File: src/rtl/writeback_controller.sv
// Register-file write-back sequencer: issues ALU/link writes directly and runs
// the data-memory read handshake (with timeout) for loads before writing.
module writeback_controller #(
    parameter int RADDR_W     = 5,
    parameter int AW          = 32,
    parameter int MEM_TIMEOUT = 15
) (
    input  logic               clk,
    input  logic               rst,
    input  logic               wb_valid,
    output logic               wb_ready,
    input  logic [1:0]         wb_kind,
    input  logic [RADDR_W-1:0] wb_rd,
    input  logic [AW-1:0]      wb_addr,
    output logic               mem_req,
    output logic [AW-1:0]      mem_addr,
    input  logic               mem_gnt,
    input  logic               mem_rvalid,
    output logic [1:0]         mem_reg_pc,
    output logic               rf_we,
    output logic [RADDR_W-1:0] rf_waddr,
    output logic               busy,
    output logic               err_timeout
);

    localparam logic [1:0] S_IDLE     = 2'd0;
    localparam logic [1:0] S_MEM_REQ  = 2'd1;
    localparam logic [1:0] S_MEM_WAIT = 2'd2;
    localparam logic [1:0] S_WRITE    = 2'd3;

    localparam logic [1:0] K_REG  = 2'b00;
    localparam logic [1:0] K_LOAD = 2'b01;
    localparam logic [1:0] K_LINK = 2'b10;

    localparam int CW = $clog2(MEM_TIMEOUT + 1);

    logic [1:0]    state;
    logic [CW-1:0] cnt;
    logic          accept;
    logic          expired;
    logic          rd_nonzero;

    assign wb_ready   = (state == S_IDLE) || (state == S_WRITE);
    assign busy       = (state == S_MEM_REQ) || (state == S_MEM_WAIT);
    assign accept     = wb_valid && wb_ready;
    // A grant at the expiry cycle moves to MEM_WAIT with cnt past the limit,
    // so >= makes that load abort one cycle later unless rvalid shows up.
    assign expired    = (cnt >= CW'(MEM_TIMEOUT - 1));
    assign rd_nonzero = (rf_waddr != '0);

    always_ff @(posedge clk or negedge rst) begin
        if (!rst) begin
            state       <= S_IDLE;
            cnt         <= '0;
            mem_req     <= 1'b0;
            mem_addr    <= '0;
            mem_reg_pc  <= 2'b00;
            rf_we       <= 1'b0;
            rf_waddr    <= '0;
            err_timeout <= 1'b0;
        end else begin
            err_timeout <= 1'b0;
            rf_we       <= 1'b0;
            case (state)
                S_IDLE, S_WRITE: begin
                    mem_reg_pc <= 2'b00;
                    state      <= S_IDLE;
                    if (accept) begin
                        case (wb_kind)
                            K_REG, K_LINK: begin
                                state      <= S_WRITE;
                                rf_we      <= (wb_rd != '0);
                                mem_reg_pc <= wb_kind;
                                rf_waddr   <= wb_rd;
                            end
                            K_LOAD: begin
                                state      <= S_MEM_REQ;
                                mem_req    <= 1'b1;
                                mem_addr   <= wb_addr;
                                mem_reg_pc <= K_LOAD;
                                rf_waddr   <= wb_rd;
                                cnt        <= '0;
                            end
                            default: state <= S_IDLE;
                        endcase
                    end
                end
                S_MEM_REQ: begin
                    cnt <= cnt + CW'(1);
                    if (mem_gnt) begin
                        mem_req <= 1'b0;
                        if (mem_rvalid) begin
                            state <= S_WRITE;
                            rf_we <= rd_nonzero;
                        end else begin
                            state <= S_MEM_WAIT;
                        end
                    end else if (expired) begin
                        state       <= S_IDLE;
                        mem_req     <= 1'b0;
                        mem_reg_pc  <= 2'b00;
                        err_timeout <= 1'b1;
                    end
                end
                S_MEM_WAIT: begin
                    cnt <= cnt + CW'(1);
                    if (mem_rvalid) begin
                        state <= S_WRITE;
                        rf_we <= rd_nonzero;
                    end else if (expired) begin
                        state       <= S_IDLE;
                        mem_reg_pc  <= 2'b00;
                        err_timeout <= 1'b1;
                    end
                end
                default: state <= S_IDLE;
            endcase
        end
    end

endmodule

File: config.mk
export PLATFORM = sky130hd
export DESIGN_NAME = writeback_controller
export DESIGN_NICKNAME = d
export VERILOG_FILES = /design/src/rtl/writeback_controller.sv
export SDC_FILE = /design/constraint.sdc
export NUM_CORES = 1
export LEC_CHECK = 0
export CAP_MARGIN = 0
export CELL_PAD_IN_SITES_DETAIL_PLACEMENT = 2
export CELL_PAD_IN_SITES_GLOBAL_PLACEMENT = 2
export CORE_UTILIZATION = 26
export CTS_CLUSTER_DIAMETER = 150
export DETAILED_ROUTE_END_ITERATION = 10
export HOLD_SLACK_MARGIN = 0.1
export MAX_ROUTING_LAYER = met4
export PLACE_DENSITY_LB_ADDON = 0.1
export REMOVE_ABC_BUFFERS = 1
export SYNTH_ARGS = -nofsm -noshare
export SYNTH_HDL_FRONTEND = slang
export SYNTH_SLANG_ARGS = --single-unit
File: constraint.sdc
create_clock -name clk -period 2.56 [get_ports clk]
set_input_delay 0.256 -clock clk [delete_from_list [all_inputs] [get_ports clk]]
set_output_delay 0.256 -clock clk [all_outputs]
set_load 0.005 [all_outputs]
==> impl_metrics.ini <==
[layout]
final_nets = 346
multi_input_comb_area_um2 = 725.7
drive_above_1_share_pct = 5.051
antenna_cells = 0
stdcell_count = 396
area_delta_synth_final_pct = 53.33
num-fill-cells = 823
final-seq-area_mm2 = 0.001201
final_core_util_pct = 41.83

[clock_network]
tritoncts = built
clkTransAtPathRegs_ns = 0.09
cts_made_buffers = 5
cts_resized = 0
cts-root-buf = clkbuf_8
htreeDepth = 2
cts.sinks = 48
worst_skew_pair.late_latency_ns = 0.30
cts.path.max_buffers = 2

[timing]
fin_setup_tns_ns = 0
fin_crit_sh_pct = 84.51
drv_slew = 0
finClkSkew_ns = 0.002824
relSlewSlack_pct = 59.35
max_freq_mhz = 462.2
period_minus_slack_ns = 2.163
rsz0062_at_grt = no
tightest_slew_ns = 0.6098
worst_slack_ns = 0.3965
hold_viol = 0
setup_violations = 0

[routing]
vias = 1819
routedWlPerCell_um = 15.11
drt_iter0_markers = 58
routed_wl_um = 5983
via_per_inst = 4.593
drc = 0
first_pass_iters = 4
final_antenna_net_count = 0

[synthesis]
ys_seq_elements = 48
ys_seq_area_share_pct = 59.74
yosys_most_used_dff = dfrtp_1
synth.distinct_cells = 29
netlist.area_leader.share_pct = 59.74
ys.warnings.count = 0
synthTopCellsByCount = nand2_1, dfrtp_1, inv_1, o21ai_0, mux2_2
synthTopCellsByArea = dfrtp_1, nand2_1, mux2_2, ha_1, buf_6
syn_area_mm2 = 0.002011
synthArstFlopShare_pct = 100.0
yosysTopAreaCell = dfrtp_1
syn-mean-instance-area_um2 = 9.667
synth_most_common_cell = nand2_1
synthCells = 208
synth_edf_count = 0

[power]
pwr-share-clk_pct = 15.8
p_leak_nw = 1.448
intPower_mw = 2.288
p_per_area_mw_per_mm2 = 1090
p_seq_share_pct = 39.9
power_switching_mw = 1.071
swShare_pct = 31.88
pwr-share-comb_pct = 44.2
ir_drop_mv = 0.4226

[run]
max_cap_violations = 0

[setup_path]
ff2ff_path_depth = 6
startpoint_type = flop
max_stage_delay_ns = 0.60
path_class = reg -> out
path_cells = inv_1 -> ha_1 -> clkdlybuf4s50_1
crit_arrival_ns = 1.91
crit_slowest_cell = clkdlybuf4s50_1
required_ns = 2.30
cp-end-kind = output port
cp_max_fo = 17
r2r_end = mem_addr[15]
crit_start = state[0]
crit_family = buffers and inverters
worst-path-buf-inv = 2
r2r-start = state[0]
rrSetupSlack_ns = 0.66

[floorplanning]
die_h_um = 89.94
rows = 31
die-area_mm2 = 0.008089
start_util_pct = 27.28
pin_count = 88
core_area_mm2 = 0.007370
dieWidth_um = 89.94

[min_path]
hold_path_end = mem_addr[7]
holdPathStages = 3
hp-class = in -> reg
hp-start = wb_addr[7]

[global_routing]
grt_max_degree = 35
track_usage_pct = 16.19
grt_pass1_wl_um = 9984
grt_remaining_overflow = 0
antenna_found_initial = 0
grt_pass1_vias = 2011

[placement]
numPortBuffers = 87
place_hpwl_um = 4267
preCtsSetupSlack_ns = 0.6362
dp.cells = 389
place_congestion = 0.7466

[status]
status = finished clean
-- worst min-delay path, delay by kind of cell --
family | cells | cell delay (ns)
buffers and inverters | 1 | 0.40
and+or+nand+nor | 2 | 0.09
-- metal layers --
metal / vias to the layer above / track usage [%] / part of all wire [%]
met5: - / - / 0
met4: 0 / 4.435 / 1.2
met3: 6 / 3.469 / 4.2
met2: 50 / 29.17 / 52
met1: 917 / 18.08 / 43
li1: 846 / - / -
-- power by group through the flow --
stage	Clock (mW)	Combinational [mW]	Sequential [mW]
4_1_cts	0.558	1.53	1.35
3_5_place_dp	0	1.52	1.36
3_3_place_gp	0	1.47	1.35
5_1_grt	0.586	1.64	1.39
2_1_floorplan	0	0.524	1.36
6_report	0.532	1.49	1.34
-- per-stage QoR --
step | power (mW) | hold slack (ns) | instance area [um^2]
6_report | 3.359 | 0.4753 | 3083
5_1_grt | 3.623 | 0.4849 | 3083
4_1_cts | 3.438 | 0.4677 | 3083
3_5_place_dp | 2.876 | 0.3079 | 2974
3_3_place_gp | 2.820 | 0.2968 | 2974
2_1_floorplan | 1.882 | -0.03959 | 1949
-- cell families after synthesis --
kind of cell,count (synthesis),synth area share (%)
and+or+nand+nor,116,23.83
adders and majority gates,4,2.489
muxes,5,2.800
buffers and inverters,14,4.169
DFF,48,59.74
AOI/OAI and AO/OA,20,6.535
xor gates and xnor gates,1,0.4357
-- area by class of cell --
cell class	count	share of cell area, %
Inverter	6	0.7305
Clock buffer	5	2.232
Multi-Input combinational cell	146	23.54
Tap cell	99	4.018
Timing Repair Buffer	91	29.55
Sequential cell	48	38.96
Clock inverter	1	0.9740
-- worst max-delay path by stage --
stage | endpoint | cells after the start
after floorplan | mem_req | 5
after global routing | busy | 4
after global placement | mem_reg_pc[0] | 5
after detailed placement | mem_addr[15] | 6
final | wb_ready | 3
after CTS | busy | 4
-- cell usage in the layout, fill, tap and decap left out, types with 2 or more instances in the layout --
cell type,instances
nand2_1,99
clkdlybuf4s50_1,86
dfrtp_1,48
inv_1,6
o21ai_0,6
mux2_2,5
clkbuf_8,5
a21oi_1,4
ha_1,4
nor2_1,3
nand3_1,3
o211ai_1,2
nor2b_1,2
or4_1,2
nand3b_1,2
nand4b_1,2
buf_4,2
-- sequential cells by signal, summed over array words and instances (netlist names) --
register / flops
err_timeout: 1
rf_waddr: 5
mem_reg_pc: 2
mem_req: 1
mem_addr: 32
rf_we: 1
cnt: 4
state: 2
-- repair_timing --
action	4_1_cts	5_1_grt
hold endpoints to repair	23	0
hold buffers	1	0
buffers inserted	0	0
Note: power is estimated with default switching activity, not from simulation.
